$ cat src/rtl/led_pwm_sequencer_pkg.sv
// Shared constants, channel control bundle and helpers
// for the LED PWM colour sequencer.
package axc3000_led_pkg;

  localparam logic MODE_STEP = 1'b0;
  localparam logic MODE_FADE = 1'b1;

  localparam int NUM_CH_MIN   = 1;
  localparam int NUM_CH_MAX   = 8;
  localparam int PWM_BITS_MIN = 4;
  localparam int PWM_BITS_MAX = 16;

  localparam int DUTY_W = PWM_BITS_MAX;

  typedef logic [DUTY_W-1:0] duty_t;

  typedef struct packed {
    logic period_end;
    logic run;
    logic mode;
  } ch_ctl_t;

  function automatic bit params_legal(
    input int num_ch,
    input int pwm_bits,
    input int step_periods
  );
    return (num_ch >= NUM_CH_MIN) &&
           (num_ch <= NUM_CH_MAX) &&
           (pwm_bits >= PWM_BITS_MIN) &&
           (pwm_bits <= PWM_BITS_MAX) &&
           (step_periods >= 1);
  endfunction

  function automatic duty_t step_toward(
    input duty_t cur,
    input duty_t tgt
  );
    duty_t nxt;
    unique case (1'b1)
      (cur < tgt): nxt = cur + duty_t'(1);
      (cur > tgt): nxt = cur - duty_t'(1);
      default:     nxt = cur;
    endcase
    return nxt;
  endfunction

endpackage

$ cat src/rtl/led_pwm_sequencer_if.sv
// Control and status bundle between the board top
// and the LED PWM sequencer.
interface led_pwm_sequencer_if #(
  parameter int NUM_CH   = 3,
  parameter int PWM_BITS = 8
);

  logic                enable;
  logic                up_down;
  logic                mode;
  logic [PWM_BITS-1:0] brightness;
  logic [NUM_CH-1:0]   led;
  logic [NUM_CH-1:0]   index;
  logic                step_pulse;

  modport master (
    output enable,
    output up_down,
    output mode,
    output brightness,
    input  led,
    input  index,
    input  step_pulse
  );

  modport slave (
    input  enable,
    input  up_down,
    input  mode,
    input  brightness,
    output led,
    output index,
    output step_pulse
  );

endinterface

$ cat src/rtl/led_pwm_sequencer_channel.sv
// One LED channel: duty tracking/ramping, period-aligned
// duty reload and the registered PWM comparator.
module led_pwm_channel
  import axc3000_led_pkg::*;
#(
  parameter int PWM_BITS   = 8,
  parameter bit ACTIVE_LOW = 1'b0
) (
  input  logic                clk_2m,
  input  logic                combo_reset,
  input  ch_ctl_t             ctl,
  input  logic                lit,
  input  logic [PWM_BITS-1:0] pwm_cnt,
  input  logic [PWM_BITS-1:0] brightness,
  output logic                led,
  output logic                settled
);

  logic [PWM_BITS-1:0] target;
  logic [PWM_BITS-1:0] duty_cur;
  logic [PWM_BITS-1:0] duty_active;
  logic [PWM_BITS-1:0] duty_ramp;

  assign target = lit ? brightness : '0;

  assign duty_ramp = PWM_BITS'(step_toward(
    duty_t'(duty_cur),
    duty_t'(target)
  ));

  assign settled = (duty_cur == target);

  // duty_active only moves on a period boundary so a
  // PWM period never mixes two duty values
  always_ff @(posedge clk_2m) begin
    if (combo_reset) begin
      duty_cur    <= '0;
      duty_active <= '0;
      led         <= ACTIVE_LOW;
    end else begin
      if (ctl.period_end) begin
        duty_active <= duty_cur;
      end
      if (ctl.run) begin
        if (ctl.mode == MODE_STEP) begin
          duty_cur <= target;
        end else if (ctl.period_end) begin
          duty_cur <= duty_ramp;
        end
      end
      led <= (pwm_cnt < duty_active) ^ ACTIVE_LOW;
    end
  end

endmodule

$ cat src/rtl/led_pwm_sequencer.sv
// Colour-index sequencer driving NUM_CH PWM LED channels
// with hard-step or linear-fade transitions.
module led_pwm_sequencer
  import axc3000_led_pkg::*;
#(
  parameter int NUM_CH       = 3,
  parameter int PWM_BITS     = 8,
  parameter int STEP_PERIODS = 1000,
  parameter bit ACTIVE_LOW   = 1'b0
) (
  input logic               clk_2m,
  input logic               combo_reset,
  led_pwm_sequencer_if.slave bus
);

  localparam int PW =
    (STEP_PERIODS > 1) ? $clog2(STEP_PERIODS) : 1;
  localparam logic [PW-1:0] PRESC_LAST =
    PW'(STEP_PERIODS - 1);

  if (!params_legal(NUM_CH, PWM_BITS, STEP_PERIODS))
  begin : g_bad_params
    $error("led_pwm_sequencer: illegal parameters");
  end

  logic [PWM_BITS-1:0] pwm_cnt;
  logic [PW-1:0]       presc;
  logic [NUM_CH-1:0]   index_q;
  logic [NUM_CH-1:0]   led_w;
  logic [NUM_CH-1:0]   settled;
  logic                pulse_q;
  logic                period_end;
  logic                tick;
  logic                all_settled;
  logic                advance;
  ch_ctl_t             ctl;

  assign period_end = &pwm_cnt;

  assign tick = period_end &&
                bus.enable &&
                (presc == PRESC_LAST);

  assign all_settled = &settled;

  // in fade mode a tick is dropped until every
  // channel has reached its target
  assign advance = tick &&
                   ((bus.mode == MODE_STEP) ||
                    all_settled);

  assign ctl.period_end = period_end;
  assign ctl.run        = bus.enable;
  assign ctl.mode       = bus.mode;

  always_ff @(posedge clk_2m) begin
    if (combo_reset) begin
      pwm_cnt <= '0;
    end else begin
      pwm_cnt <= pwm_cnt + PWM_BITS'(1);
    end
  end

  always_ff @(posedge clk_2m) begin
    if (combo_reset) begin
      presc <= '0;
    end else if (period_end && bus.enable) begin
      if (presc == PRESC_LAST) begin
        presc <= '0;
      end else begin
        presc <= presc + PW'(1);
      end
    end
  end

  always_ff @(posedge clk_2m) begin
    if (combo_reset) begin
      index_q <= '0;
      pulse_q <= 1'b0;
    end else begin
      pulse_q <= advance;
      if (advance) begin
        if (bus.up_down) begin
          index_q <= index_q + NUM_CH'(1);
        end else begin
          index_q <= index_q - NUM_CH'(1);
        end
      end
    end
  end

  for (genvar c = 0; c < NUM_CH; c++) begin : g_ch
    led_pwm_channel #(
      .PWM_BITS   (PWM_BITS),
      .ACTIVE_LOW (ACTIVE_LOW)
    ) u_ch (
      .clk_2m      (clk_2m),
      .combo_reset (combo_reset),
      .ctl         (ctl),
      .lit         (index_q[c]),
      .pwm_cnt     (pwm_cnt),
      .brightness  (bus.brightness),
      .led         (led_w[c]),
      .settled     (settled[c])
    );
  end

  assign bus.led        = led_w;
  assign bus.index      = index_q;
  assign bus.step_pulse = pulse_q;

endmodule

$ cat src/flat_wrapper.sv
// flat-port wrapper written by rule: the top's interface ports become plain ports
module led_pwm_sequencer_flat import axc3000_led_pkg::*;
#(
  parameter int NUM_CH       = 3,
  parameter int PWM_BITS     = 8,
  parameter int STEP_PERIODS = 1000,
  parameter bit ACTIVE_LOW   = 1'b0
)
  (clk_2m, combo_reset, bus_enable, bus_up_down, bus_mode, bus_brightness, bus_led, bus_index, bus_step_pulse);
  led_pwm_sequencer_if #(.NUM_CH(NUM_CH), .PWM_BITS(PWM_BITS)) bus_i ();
  input logic clk_2m;
  input logic combo_reset;
  input wire logic [$bits(bus_i.enable)-1:0] bus_enable;
  input wire logic [$bits(bus_i.up_down)-1:0] bus_up_down;
  input wire logic [$bits(bus_i.mode)-1:0] bus_mode;
  input wire logic [$bits(bus_i.brightness)-1:0] bus_brightness;
  output wire logic [$bits(bus_i.led)-1:0] bus_led;
  output wire logic [$bits(bus_i.index)-1:0] bus_index;
  output wire logic [$bits(bus_i.step_pulse)-1:0] bus_step_pulse;
  assign bus_i.enable = bus_enable;
  assign bus_i.up_down = bus_up_down;
  assign bus_i.mode = bus_mode;
  assign bus_i.brightness = bus_brightness;
  assign bus_led = bus_i.led;
  assign bus_index = bus_i.index;
  assign bus_step_pulse = bus_i.step_pulse;
  led_pwm_sequencer #(.NUM_CH(NUM_CH), .PWM_BITS(PWM_BITS), .STEP_PERIODS(STEP_PERIODS), .ACTIVE_LOW(ACTIVE_LOW)) u_core (.clk_2m(clk_2m), .combo_reset(combo_reset), .bus(bus_i));
endmodule
$ cat config.mk
export PLATFORM = sky130hd
export DESIGN_NAME = led_pwm_sequencer_flat
export DESIGN_NICKNAME = d
export VERILOG_FILES = /design/src/rtl/led_pwm_sequencer_pkg.sv /design/src/rtl/led_pwm_sequencer_if.sv /design/src/rtl/led_pwm_sequencer_channel.sv /design/src/rtl/led_pwm_sequencer.sv /design/src/flat_wrapper.sv
export SDC_FILE = /design/constraint.sdc
export NUM_CORES = 1
export LEC_CHECK = 0
export ABC_CLOCK_PERIOD_IN_PS = 3000
export CORE_MARGIN = 2
export CORE_UTILIZATION = 44
export CTS_BUF_LIST = sky130_fd_sc_hd__clkbuf_4 sky130_fd_sc_hd__clkbuf_8 sky130_fd_sc_hd__clkbuf_16
export CTS_CLUSTER_SIZE = 20
export DETAILED_ROUTE_END_ITERATION = 16
export GPL_ROUTABILITY_DRIVEN = 0
export SLEW_MARGIN = 20
export SYNTH_ARGS = -nofsm -noshare
export SYNTH_HDL_FRONTEND = slang
export SYNTH_SLANG_ARGS = --single-unit
$ cat constraint.sdc
create_clock -name clk_2m -period 3 [get_ports clk_2m]
set_input_delay 0.6 -clock clk_2m [delete_from_list [all_inputs] [get_ports clk_2m]]
set_output_delay 0.6 -clock clk_2m [all_outputs]
set_load 0.05 [all_outputs]
==> reports/metrics.csv <==
metric,value,unit
clk buf depth,2,
Synth Instances,647,
Synth area leaders,"dfxtp_1 (28%), ha_1 (16%), a21oi_1 (6.5%)",
Hold Startpoint,u_core.g_ch[1].u_ch.duty_active[6],
switching power,1.40,mW
total power,4.17,mW
period utilisation layout,102,%
Logic pwr share,46.7,%
headroom to the max-slew limit,38.2,%
DRC Markers,0,
TritonRoute pass-1 iters,4,
core area,0.0114,mm²
htree depth,3,
Critical Path RT,3.24,ns
Clock power frac,28.3,%
violated checks,setup timing,
Worst-path clk slew,0.06,ns
min cycle time layout,3.07,ns
first-pass GRT wire length,25.9,mm
register-to-register setup slack,-0.07,ns
Mean Syn Cell Area,7.94,µm²
number of diodes,0,
CTS tree,done,
placed cell count,887,
DRT antenna net count,0,
Post-synth EDFFs,0,
"Cell Area, Placed",0.00638,mm²
Worst EP arrival,3.31,ns
Flop pwr share,25.0,%
total congestion overflow,0,
Startpoint Class,flop,
switching share of total power,33.5,%
Final setup viols,4,
cell area after synthesis,0.00514,mm²
R2R depth,15,
Clock Tree Root,clkbuf_16,
Initial Util,45.0,%
Worst Hold Depth,2,
1st-iter DRT viols,270,
Layout Cells excl Fill,934,
Hold Worst Slack,0.454,ns
Die Area,0.0126,mm²
DR WL/cell,17.0,µm
Setup WS pre-CTS,-0.956,ns
CTS Buf Count,9,
die width,112,µm
pwr dens,564,mW/mm²
final wirelength,15.9,mm
Slew @ Worst Pin,0.927,ns
final hold vios,0,
initial antenna violation count,0,
CP endpoint kind,flop,
vias in the first global route,5236,
GRT Overall Usage,25.5,%
"area leader, netlist",dfxtp_1,
largest net degree at the start of global routing,43,
share of layout cells above drive strength 1,34.0,%
via count,5243,
ys async rst share,0,%
Yosys cell types,47,
ys flop type,dfxtp_1,
buffers added on ports,19,
"commonest non-fill, non-tap cells in the layout","buf_4 (130), nand2_1 (71), dfxtp_1 (70)",
RSZ-0062 raised after global routing,true,
YS warnings,0,
crit path max fanout,5,
run status,finished with violations,
post-synthesis register bit count,73,
MaxCap Viol Count,0,
Hold Crit Class,reg -> reg,
HPWL Detailed,11.3,mm
Crit Path Category,reg -> reg,
Die Y,112,µm
WHS Endpoint,u_core.g_ch[1].u_ch.duty_active[6],
top cell type's share of synthesized area,28.4,%
Max VDD drop,0.000403,V
Final Cell Area,0.00739,mm²
cts hold-fix bufs,0,
I/O pin total,20,
syn nets,729,
Fin Clk Skew,0.00882,ns
fin nets,868,
synth-to-layout area growth,43.9,%
LEAKAGE,2.95,nW
clk_lat worst skew,0.34,ns
r2r endpoint,u_core.g_ch[0].u_ch.duty_cur[7],
clk sinks,73,
smallest setup slack after layout,-0.0738,ns
sequential element share of the synthesized area,28.4,%
"Slew Viols, Final",0,
number of cell rows,39,
f_max,325,MHz
Critical R2R Launch,u_core.bus.index[0],
"commonest non-fill, non-tap cell in the layout",buf_4,
Internal,2.78,mW
Vias/cell,5.61,
flip-flops by register name (all words and copies together), names as in the netlist:
register                      count
u_core.g_ch.u_ch.duty_cur        24
u_core.bus.index                  3
u_core.g_ch.u_ch.duty_active     24
u_core.pwm_cnt                    8
u_core.bus.step_pulse             1
u_core.g_ch.u_ch.led              3
u_core.presc                     10
cells in the mapped netlist, types with 9 or more instances:
master / number
ha_1: 65
xnor2_1: 12
dfxtp_1: 73
nand2b_1: 13
inv_1: 36
o21ai_0: 18
nand3_1: 19
nand4_1: 9
a21o_1: 12
a211oi_1: 18
a211o_1: 9
o211ai_1: 9
a31oi_1: 9
nor3_1: 11
xor2_1: 9
a21oi_1: 67
nor2_1: 54
nor2b_1: 15
nand2_1: 87
clkbuf_1: 15
cell type report:
cell class	count	area, µm²
Timing Repair Buffer	158	1250
Clock buffer	10	233
Fill cell	959	4030
Sequential cell	73	1470
Multi-Input combinational cell	508	4030
Inverter	36	143
Clock inverter	6	90.1
Tap cell	143	179
stage by stage:
step | utilization, % | setup TNS, ns
2_1_floorplan | - | -0.0452
3_3_place_gp | 55.9 | -13.54
3_5_place_dp | 55.9 | -14.54
4_1_cts | 62.5 | 0
5_1_grt | 64.7 | -1.13
6_report | 64.7 | -0.132
routing by layer:
layer  track usage (%)  up-vias  routed length, µm
met5                 0        -                  0
met4              9.67        0                418
met3              4.91       38                702
met2              41.5      134               7640
met1              33.8     2501               7110
li1                  -     2570                  -
power groups by stage:
| stage | clock (mW) | sequential [mW] | combinational [mW] |
|---|---|---|---|
| floorplan | 0 | 1.07 | 0.982 |
| global placement | 0 | 1.06 | 1.52 |
| detailed placement | 0 | 1.06 | 1.56 |
| CTS | 1.19 | 1.04 | 1.77 |
| global route | 1.24 | 1.05 | 2.12 |
| finish | 1.18 | 1.04 | 1.95 |
critical path, stage by stage, from the launching register on:
cell and delay [ns]:
dfxtp_4 0.39, buf_12 0.12, buf_4 0.11, nand2_2 0.08
ha_4 0.29, o211ai_1 0.12, a21o_1 0.20, a21o_1 0.22
inv_4 0.13, ha_4 0.22, a21oi_4 0.12, o211ai_1 0.14
o41ai_2 0.38, nand2b_1 0.15, a21oi_1 0.04, o31ai_1 0.24
repair_timing:
action / in CTS / in global routing
endpoints found under the setup margin: 21 / 15
setup buffers: 25 / 6
resized for setup: 80 / 43
pin swaps: 33 / 43
worst max path at each step:
stage	depth (start not counted)	from	end	slack, ns
floorplan	14	bus_brightness[5]	u_core.g_ch[0].u_ch.duty_cur[6]	-0.02
global placement	15	bus_brightness[5]	u_core.g_ch[0].u_ch.duty_cur[7]	-1.00
detailed placement	15	bus_brightness[5]	u_core.g_ch[0].u_ch.duty_cur[7]	-0.96
CTS	14	u_core.bus.index[0]	u_core.g_ch[0].u_ch.duty_cur[7]	0.001
global route	14	u_core.bus.index[2]	u_core.g_ch[2].u_ch.duty_cur[6]	-0.19
finish	15	u_core.bus.index[0]	u_core.g_ch[0].u_ch.duty_cur[7]	-0.07
logic make-up (layout without fill, tap and decap cells):
group	count (synthesis)	after routing	synth area share (%)
flip-flops	73	73	28.4
AND/OR/NAND/NOR	237	237	21.7
AO/OA/AOI/OAI	174	174	21.9
multiplexers	7	7	1.44
XOR/XNOR	21	21	3.58
adder cells (fa/ha/maj)	69	69	17.4
buffers and inverters	66	210	5.55
Power figures use the tool's default switching activity.
